--- src/rtl/bus_arbiter.sv ---
// Round-robin owner arbiter for the shared 16-bit address bus and transceiver output-enable.
// Each tenure is bounded by a hold timer, and consecutive owners are separated by one dead cycle.
module bus_arbiter #(
  parameter int NREQ     = 4,
  parameter int MAX_HOLD = 16,
  localparam int OW      = $clog2(NREQ),
  localparam int CW      = $clog2(MAX_HOLD) + 1
) (
  input  logic                 clk,
  input  logic                 reset,
  input  logic [NREQ-1:0]      req,
  input  logic [NREQ-1:0]      done,
  input  logic [16*NREQ-1:0]   addr_in,
  input  logic [NREQ-1:0]      oe_in,
  output logic [NREQ-1:0]      gnt,
  output logic [OW-1:0]        owner,
  output logic                 owner_valid,
  output logic                 timeout,
  output logic [15:0]          Direcciones,
  output logic                 oe
);

  typedef enum logic [1:0] {
    IDLE    = 2'd0,
    GRANT   = 2'd1,
    RELEASE = 2'd2
  } state_t;

  state_t          r_state, w_state;
  logic [CW-1:0]   r_hold_cnt, w_hold_cnt;
  logic [OW-1:0]   r_last_owner, w_last_owner;
  logic [NREQ-1:0] w_gnt;
  logic [OW-1:0]   w_owner;
  logic            w_owner_valid;
  logic            w_timeout;

  logic [OW-1:0]   w_win;
  logic [OW-1:0]   w_cand;
  logic            w_found;
  logic            w_own_done;
  logic            w_own_drop;
  logic            w_hold_max;

  // Search starts just after the last owner, so it only wins again when nobody else asks.
  always_comb begin
    w_win   = '0;
    w_cand  = '0;
    w_found = 1'b0;
    for (int i = 1; i <= NREQ; i++) begin
      w_cand = OW'((int'(r_last_owner) + i) % NREQ);
      if (!w_found && req[w_cand]) begin
        w_found = 1'b1;
        w_win   = w_cand;
      end
    end
  end

  assign w_own_done = done[owner];
  assign w_own_drop = ~req[owner];
  assign w_hold_max = (r_hold_cnt == CW'(MAX_HOLD - 1));

  always_comb begin
    w_state       = r_state;
    w_hold_cnt    = r_hold_cnt;
    w_last_owner  = r_last_owner;
    w_gnt         = gnt;
    w_owner       = owner;
    w_owner_valid = owner_valid;
    w_timeout     = 1'b0;
    case (r_state)
      IDLE, RELEASE: begin
        w_gnt         = '0;
        w_owner_valid = 1'b0;
        w_state       = IDLE;
        if (w_found) begin
          w_state       = GRANT;
          w_gnt         = {{(NREQ-1){1'b0}}, 1'b1} << w_win;
          w_owner       = w_win;
          w_owner_valid = 1'b1;
          w_hold_cnt    = '0;
        end
      end
      GRANT: begin
        w_hold_cnt = r_hold_cnt + CW'(1);
        if (w_own_done || w_own_drop || w_hold_max) begin
          // A voluntary release on the same edge as expiry is not a timeout.
          w_state       = RELEASE;
          w_gnt         = '0;
          w_owner_valid = 1'b0;
          w_last_owner  = owner;
          w_timeout     = w_hold_max & ~w_own_done & ~w_own_drop;
        end
      end
      default: begin
        w_state       = IDLE;
        w_gnt         = '0;
        w_owner_valid = 1'b0;
      end
    endcase
  end

  always_ff @(posedge clk or negedge reset) begin
    if (!reset) begin
      r_state      <= IDLE;
      r_hold_cnt   <= '0;
      r_last_owner <= OW'(NREQ - 1);
      gnt          <= '0;
      owner        <= '0;
      owner_valid  <= 1'b0;
      timeout      <= 1'b0;
    end else begin
      r_state      <= w_state;
      r_hold_cnt   <= w_hold_cnt;
      r_last_owner <= w_last_owner;
      gnt          <= w_gnt;
      owner        <= w_owner;
      owner_valid  <= w_owner_valid;
      timeout      <= w_timeout;
    end
  end

  always_comb begin
    Direcciones = 16'h0000;
    oe          = 1'b0;
    for (int i = 0; i < NREQ; i++) begin
      if (owner_valid && owner == OW'(i)) begin
        Direcciones = addr_in[16*i +: 16];
        oe          = oe_in[i];
      end
    end
  end

endmodule
--- config.mk ---
export PLATFORM = sky130hd
export DESIGN_NAME = bus_arbiter
export DESIGN_NICKNAME = d
export VERILOG_FILES = /design/src/rtl/bus_arbiter.sv
export SDC_FILE = /design/constraint.sdc
export NUM_CORES = 1
export LEC_CHECK = 0
export ABC_AREA = 1
export CAP_MARGIN = 5
export CORE_ASPECT_RATIO = 0.9
export CORE_MARGIN = 2
export CORE_UTILIZATION = 40
export CTS_BUF_LIST = sky130_fd_sc_hd__clkbuf_2 sky130_fd_sc_hd__clkbuf_4 sky130_fd_sc_hd__clkbuf_8
export CTS_CLUSTER_SIZE = 20
export DETAILED_ROUTE_END_ITERATION = 12
export GPL_ROUTABILITY_DRIVEN = 0
export GPL_TIMING_DRIVEN = 0
export PLACE_DENSITY = 0.88
export SYNTH_ARGS = -nofsm -noshare
export SYNTH_HDL_FRONTEND = slang
export SYNTH_SLANG_ARGS = --single-unit
--- constraint.sdc ---
create_clock -name clk -period 2.8 [get_ports clk]
set_input_delay 0.42 -clock clk [delete_from_list [all_inputs] [get_ports clk]]
set_output_delay 0.42 -clock clk [all_outputs]
set_load 0.02 [all_outputs]
# Word level (Yosys, flattened, before mapping)
# Cells that the tools add are included.
dict set report word_totals {
  register_bits 17
  input_bits 78
  output_inout_bits 25
  wordCells 90
}
dict set report classes {
  n_addsub 5
  order_cmp 5
  eq_ne 8
  shifts 1
  n_mux 41
  bitwise_logic 4
  n_reduce_logical 19
}
# operator n
set ops {}
lappend ops {{$mux W16} 4}
lappend ops {{$mux W1} 19}
lappend ops {{$lt A2 B3 Y1 const B} 5}
lappend ops {{$bmux W1 S2} 6}
lappend ops {{$mux W2} 5}
lappend ops {{$pmux W5 S2} 1}
lappend ops {{$mux W4} 2}
lappend ops {{$pmux W4 S2} 1}
lappend ops {{$logic_and A1 B1 Y1} 7}
lappend ops {{$eq A2 B2 Y1 const B} 3}
lappend ops {{$reduce_and A2 Y1} 3}
lappend ops {{$add A5 B1 Y5 const B} 1}
lappend ops {{$eq A5 B4 Y1 const B} 1}
lappend ops {{$mux W5} 1}
lappend ops {{$add A2 B1 Y2 const B} 2}
lappend ops {{$add A2 B2 Y2 const B} 2}
lappend ops {{$eq A2 B1 Y1 const B} 2}
lappend ops {{$logic_not A2 Y1} 2}
lappend ops {{$ne A2 B2 Y1 const B} 2}
lappend ops {{$pmux W2 S2} 1}
lappend ops {{$shl A1 B2 Y4 const A} 1}
lappend ops {{$logic_not A1 Y1} 3}
lappend ops {{$and A1 B1 Y1} 2}
lappend ops {{$logic_or A1 B1 Y1} 2}
lappend ops {{other kinds (4)} 5}

# Depth between registers and ports, before layout
# Gate-level depths: netlist of run 1.
dict set report depth {
  depth_word 16
  ltp_mapped 13
  ltp_nobuf 12
}

# Worst setup path after synthesis of run 1
# Ideal clock, no wire load.
dict set report synth_timing {
  kind {register to output}
  startpoint {register owner_valid}
  endpoint {output Direcciones[10]}
  arrival_time_ns 1.480
  path_slack_ns 0.900
  path_stages_with_launch 7
  cell_sequence {dfrtp_1 > buf_2 > inv_1 > nor3_4 > buf_2 > nand2_1 > nand4_1}
}
dict set report synth_between {
  elab_chain_cells 5
  elab_cells_between_ends 8
}
# element line_no
set synth_rtl {}
lappend synth_rtl {{start, declared} 17} ;# output logic owner_valid,
lappend synth_rtl {{start signal, assigned} 117} ;# owner_valid <= w_owner_valid;
lappend synth_rtl {{$logic_and A1 B1 Y1} 126} ;# if (owner_valid && owner == OW'(i)) begin
lappend synth_rtl {{$mux W16 (3 in a row)} 126}
lappend synth_rtl {{$mux W16 (*)} 126}
lappend synth_rtl {{end, declared} 19} ;# output logic [15:0] Direcciones,
# Mark *: on every way between the ends. The rest lies on a longest branch, timed or not.

# Worst setup path after layout of run 1
dict set report layout_timing {
  startpoint {register owner_valid}
  endpoint {output Direcciones[6]}
}
# Same word-level chain as after synthesis.

==> results of run 1 <==
## cells by family after synthesis
| kind of cell | after synthesis | synth area share [%] |
|---|---|---|
| AO/OA/AOI/OAI | 13 | 4.48 |
| AND/OR/NAND/NOR | 185 | 56.7 |
| adder cells (fa/ha/maj) | 2 | 1.57 |
| flip-flops | 17 | 26.9 |
| XOR/XNOR | 1 | 0.550 |
| buffers and inverters | 32 | 9.83 |
## flip-flops by register name (all words and copies together), names as in the netlist
| register | flops |
|---|---|
| timeout | 1 |
| r_hold_cnt | 5 |
| owner | 2 |
| r_last_owner | 2 |
| gnt | 4 |
| owner_valid | 1 |
| r_state | 2 |
## critical path: cells and delay by family, from the launching register on
family / cells / cell delay (ns)
buf+inv: 4 / 1.15
flops: 1 / 0.37
simple gates: 3 / 0.44
## cell usage after synthesis
cell	number
buf_6	3
nor2_4	3
nand2_2	16
inv_6	1
nor2_2	3
inv_1	14
ha_1	2
xor2_1	1
o21ai_1	6
nand3_1	48
dfrtp_1	15
a22oi_1	1
nand4_1	21
buf_2	4
nor2_1	6
nor3_4	2
buf_1	1
dfstp_2	2
inv_2	5
o21ai_2	1
buf_4	1
nand2_1	86
o21ai_0	2
clkbuf_1	3
a21oi_1	3
## metal layers
layer | wire length, µm | share of wire [%] | up-vias
met3 | 381 | 6.3 | 20
met5 | 0 | 0 | -
met4 | 193 | 3.2 | 0
li1 | - | - | 1060
met1 | 2470 | 41 | 965
met2 | 2960 | 49 | 80
## layout make-up
cell class	instances	area [µm²]	area share, %
Tap cell	46	57.6	2.08
Clock inverter	1	5.00	0.181
Sequential cell	17	429	15.5
Multi-Input combinational cell	201	1010	36.4
Clock buffer	3	41.3	1.49
Buffer	11	77.6	2.81
Inverter	20	80.1	2.90
Timing Repair Buffer	108	1070	38.6
## final timing paths
| path | end | startpoint | cells after the start |
|---|---|---|---|
| setup reg to reg | r_last_owner[0] | owner[0] | 8 |
| setup / recovery | Direcciones[6] | owner_valid | 7 |
| hold / removal | gnt[1] | gnt[1] | 2 |
| hold reg to reg | gnt[1] | gnt[1] | 2 |
| max in group asynchronous | owner[1] | reset | 1 |
| min in group asynchronous | gnt[2] | reset | 1 |
## per-stage QoR
stage	hold slack, ns	power, mW
floorplan	0.124	1.79
global placement	0.460	2.52
detailed placement	0.470	2.57
CTS	0.484	2.76
global route	0.499	3.05
finish	0.474	2.83
## report_power, final
group | leakage [nW] | internal [mW] | switching [mW]
Clock | 0.0255 | 0.0988 | 0.0846
Combinational | 0.975 | 0.906 | 1.33
Sequential | 0.215 | 0.346 | 0.0666
Total | 1.21 | 1.35 | 1.48
## cell usage in the layout, fill, tap and decap left out, types with 5 or more instances in the layout
cell | Yosys | final
buf_4 | 1 | 8
clkdlybuf4s50_1 | 0 | 102
dfrtp_1 | 15 | 14
inv_1 | 14 | 14
inv_2 | 5 | 5
nand2_1 | 86 | 86
nand2_2 | 16 | 16
nand3_1 | 48 | 48
nand4_1 | 21 | 21
nor2_1 | 6 | 6
o21ai_1 | 6 | 6
## repair_timing
item / CTS / global route
buffers inserted: 0 / 6
hold buffers: 0 / 0
setup endpoints to repair: 10 / 12
pin swaps: 1 / 3
gates cloned: 0 / 0
gates resized for setup: 2 / 1
==> flow_summary.toml, run 1 <==
[placement]
dp_cells = 398
dp_slack_ns = 0.239
placed_area_mm2 = 0.00267
dp_hpwl_um = 4750
buffer_ports.inserted = 102

[final_layout]
nets = 442
diodes = 0
area_growth_pct = 73.7
stdcell_count = 407
drive_above_1_share_pct = 14.4
fin_area_mm2 = 0.00276
fillers = 315
utilization_pct = 73.6

[logic_synthesis]
synth_top_area_cell = "dfrtp_1"
synth.top_cell.area_share_pct = 23.6
synthTopCellsByArea = "dfrtp_1 (24%), nand2_1 (20%), nand3_1 (15%)"
syn_area_mm2 = 0.00159
syn_nets = 330
yosys_warnings = 0
ys_ff_latch = 17
synth.distinct_cells = 25
syn_inst = 250
avgSynthCellArea_um2 = 6.37
yosysSeqAreaShare_pct = 26.9

[worst_setup_path]
rrSetupSlack_ns = 0.99
arrival_ns = 2.22
end_kind = "output pin"
crit_path_max_fanout = 10
crit_path_top_delay_cell = "clkdlybuf4s50_1"
cp-start-kind = "flop"
required_ns = 2.38
crit_type = "reg2out"
cpPeakStageDelay_ns = 0.61
crit_chain = "buf_2 > inv_1 > nor3_4 > buf_4 > nand2_1 > nand4_1 > clkdlybuf4s50_1"

[route]
vias_per_cell = 5.22
first_pass_iters = 4
drc = 0
antenna_left = 0
drtIter0Drc = 154
route.vias.total = 2125
wl_per_cell_um = 14.7
routed_wl_um = 6000

[timing]
hold_viol = 0
fin_ws_ns = 0.156
slew_viol_final = 0
rsz0062_at_grt = "no"
fin_skew_ns = 0.00713
period_minus_slack_ns = 2.64
period_share_pct = 94.4
finalSetupTns_ns = 0
worst_pin_slew_ns = 0.748
fmax_mhz = 378
setup_violations = 0
relSlewSlack_pct = 50.0

[global_routing]
grtUsageMet1_pct = 33.2
use_met3_pct = 5.52
gr-usage-all-layers_pct = 25.5
gr-total-overflow = 0
grt_pass1_wl_um = 9280
grt_max_degree = 20
antenna_found_initial = 0
grt_pass1_vias = 2002
grt-busiest-layer = "met2"
grtUsageMet2_pct = 41.5

[pwr]
power_density_mw_per_mm2 = 1020
p_leak_nw = 1.21
irDropWorstVdd_mv = 0.518

[clock_network]
insertion_delay_ns = 0.26
cts.clk_slew.worst_paths_ns = 0.07
cts_root_buffer = "clkbuf_8"
cts_sinks = 17
cts_buffers = 3
tritoncts = "yes"
clockBufferDepth = 2
htreeDepth = 1

[status]
status = "completed"

[floorplanning]
dieArea_mm2 = 0.00450
die_x_um = 70.5
start_util_pct = 42.4
fp.dieH_um = 63.8
rows = 21
fp.coreArea_mm2 = 0.00376
boundaryPins = 103

[run]
cap_viol_max_count = 0

[hold_path]
holdCritPathClass = "reg2reg"
No activity file was read; power rests on OpenSTA's default activity.
==> inputs of run 2 (changes only) <==
Settings changed: SETUP_SLACK_MARGIN from default to 0.15.
==> flow_summary.toml, run 2 (same netlist as run 1, synthesis figures left out) <==
[final_layout]
largest_register_ffs = 5
nets = 443
diodes = 0
layout_commonest_cell = "clkdlybuf4s50_1"
stdcell_count = 408
area_growth_pct = 75.9
utilization_pct = 74.5
layout.cells.most_common_list = "clkdlybuf4s50_1 (92), nand2_1 (86), nand3_1 (48)"
fillers = 307
largest_register = "r_hold_cnt"
fin_area_mm2 = 0.00280
drive_above_1_share_pct = 14.6
reg_top3 = "r_hold_cnt x5, gnt x4"

[worst_setup_path]
required_ns = 2.38
arrival_ns = 2.18
crit_start = "owner_valid"
crit_type = "reg2out"
r2r-start = "owner[0]"
end_kind = "output pin"
crit_path_max_fanout = 10
cp-start-kind = "flop"

[placement]
dp_cells = 398
placed_area_mm2 = 0.00267
dp_slack_ns = 0.239
dp_hpwl_um = 4750
buffer_ports.inserted = 102

[route]
antenna_left = 0
first_pass_iters = 4
drtIter0Drc = 118
vias_per_cell = 5.31
drc = 0
route.vias.total = 2165
routed_wl_um = 6160
wl_per_cell_um = 15.1

[hold_path]
min_from = "gnt[1]"
holdCritPathClass = "reg2reg"

[global_routing]
grt_max_degree = 18
gr-usage-all-layers_pct = 26.2
antenna_found_initial = 0
gr-total-overflow = 0
grt_pass1_wl_um = 9540
grt_pass1_vias = 2063

[pwr]
p_leak_nw = 1.37
power_density_mw_per_mm2 = 1010
total_power_mw = 2.84
irDropWorstVdd_mv = 0.508

[clock_network]
clockBufferDepth = 2
cts_sinks = 17
hold_buffers = 0
cts_root_buffer = "clkbuf_8"
insertion_delay_ns = 0.25
htreeDepth = 1
tritoncts = "yes"
cts_buffers = 3
cts.clk_slew.worst_paths_ns = 0.07

[timing]
fin_skew_ns = 0.00635
fin_ws_ns = 0.195
period_share_pct = 93.0
relSlewSlack_pct = 50.6
fmax_mhz = 384
finalSetupTns_ns = 0
setup_violations = 0
slew_viol_final = 0
hold_viol = 0
period_minus_slack_ns = 2.60
holdWs_ns = 0.474
rsz0062_at_grt = "yes"
worst_pin_slew_ns = 0.738

[floorplanning]
die_x_um = 70.5
rows = 21
boundaryPins = 103
fp.dieH_um = 63.8
start_util_pct = 42.4
fp.coreArea_mm2 = 0.00376
dieArea_mm2 = 0.00450

[run]
cap_viol_max_count = 0

[status]
status = "completed"
-- run 2: changes by cell type in the layout (fill, tap and decap cells not counted) --
cell and change:
dlymetal6s2s_1 +10, buf_4 +2, clkdlybuf4s50_1 -10, buf_2 -1
-- run 2: critical path: stages (launching register included) --
cell,delay (ns)
dfrtp_1,0.37
buf_2,0.19
inv_1,0.13
nor3_4,0.21
buf_4,0.21
nand2_1,0.09
nand4_1,0.11
clkdlybuf4s50_1,0.61
-- run 2: path summary, 6_finish.rpt --
path                                   end  slack (ns)  cells after the start
setup / recovery            Direcciones[6]        0.20                      7
hold / removal                      gnt[1]        0.47                      2
setup reg to reg           r_last_owner[0]        1.05                     11
hold reg to reg                     gnt[1]        0.47                      2
max in group asynchronous         owner[1]        1.69                      1
min in group asynchronous    r_hold_cnt[2]        0.60                      1
-- run 2: timing repair --
action	in CTS	in global routing
setup buffers	3	3
endpoints found under the hold margin	0	0
pin swaps	3	1
resized for setup	6	10
setup endpoints to repair	16	15
-- run 2: power breakdown --
part           switching (mW)  total [mW]  internal [mW]
Clock                  0.0840       0.183         0.0988
Sequential             0.0668       0.413          0.346
Combinational            1.34        2.24          0.903
Total                    1.49        2.84           1.35
-- run 2: layout make-up --
class / instances / area (µm²) / share of cell area, %
inverter: 20 / 80.1 / 2.86
multi-input combinational: 201 / 1010 / 36.0
timing repair buffer: 108 / 1090 / 39.0
clock inverter: 1 / 5.00 / 0.179
buffer: 12 / 87.6 / 3.13
tap: 46 / 57.6 / 2.06
sequential: 17 / 429 / 15.3
clock buffer: 3 / 41.3 / 1.48
-- run 2: metal layers --
layer | routed length, µm | track usage, % | part of all wire (%)
met5 | 0 | 0 | 0
met4 | 201 | 10.3 | 3.3
met3 | 320 | 5.05 | 5.2
met2 | 3080 | 42.8 | 50
met1 | 2550 | 34.2 | 41
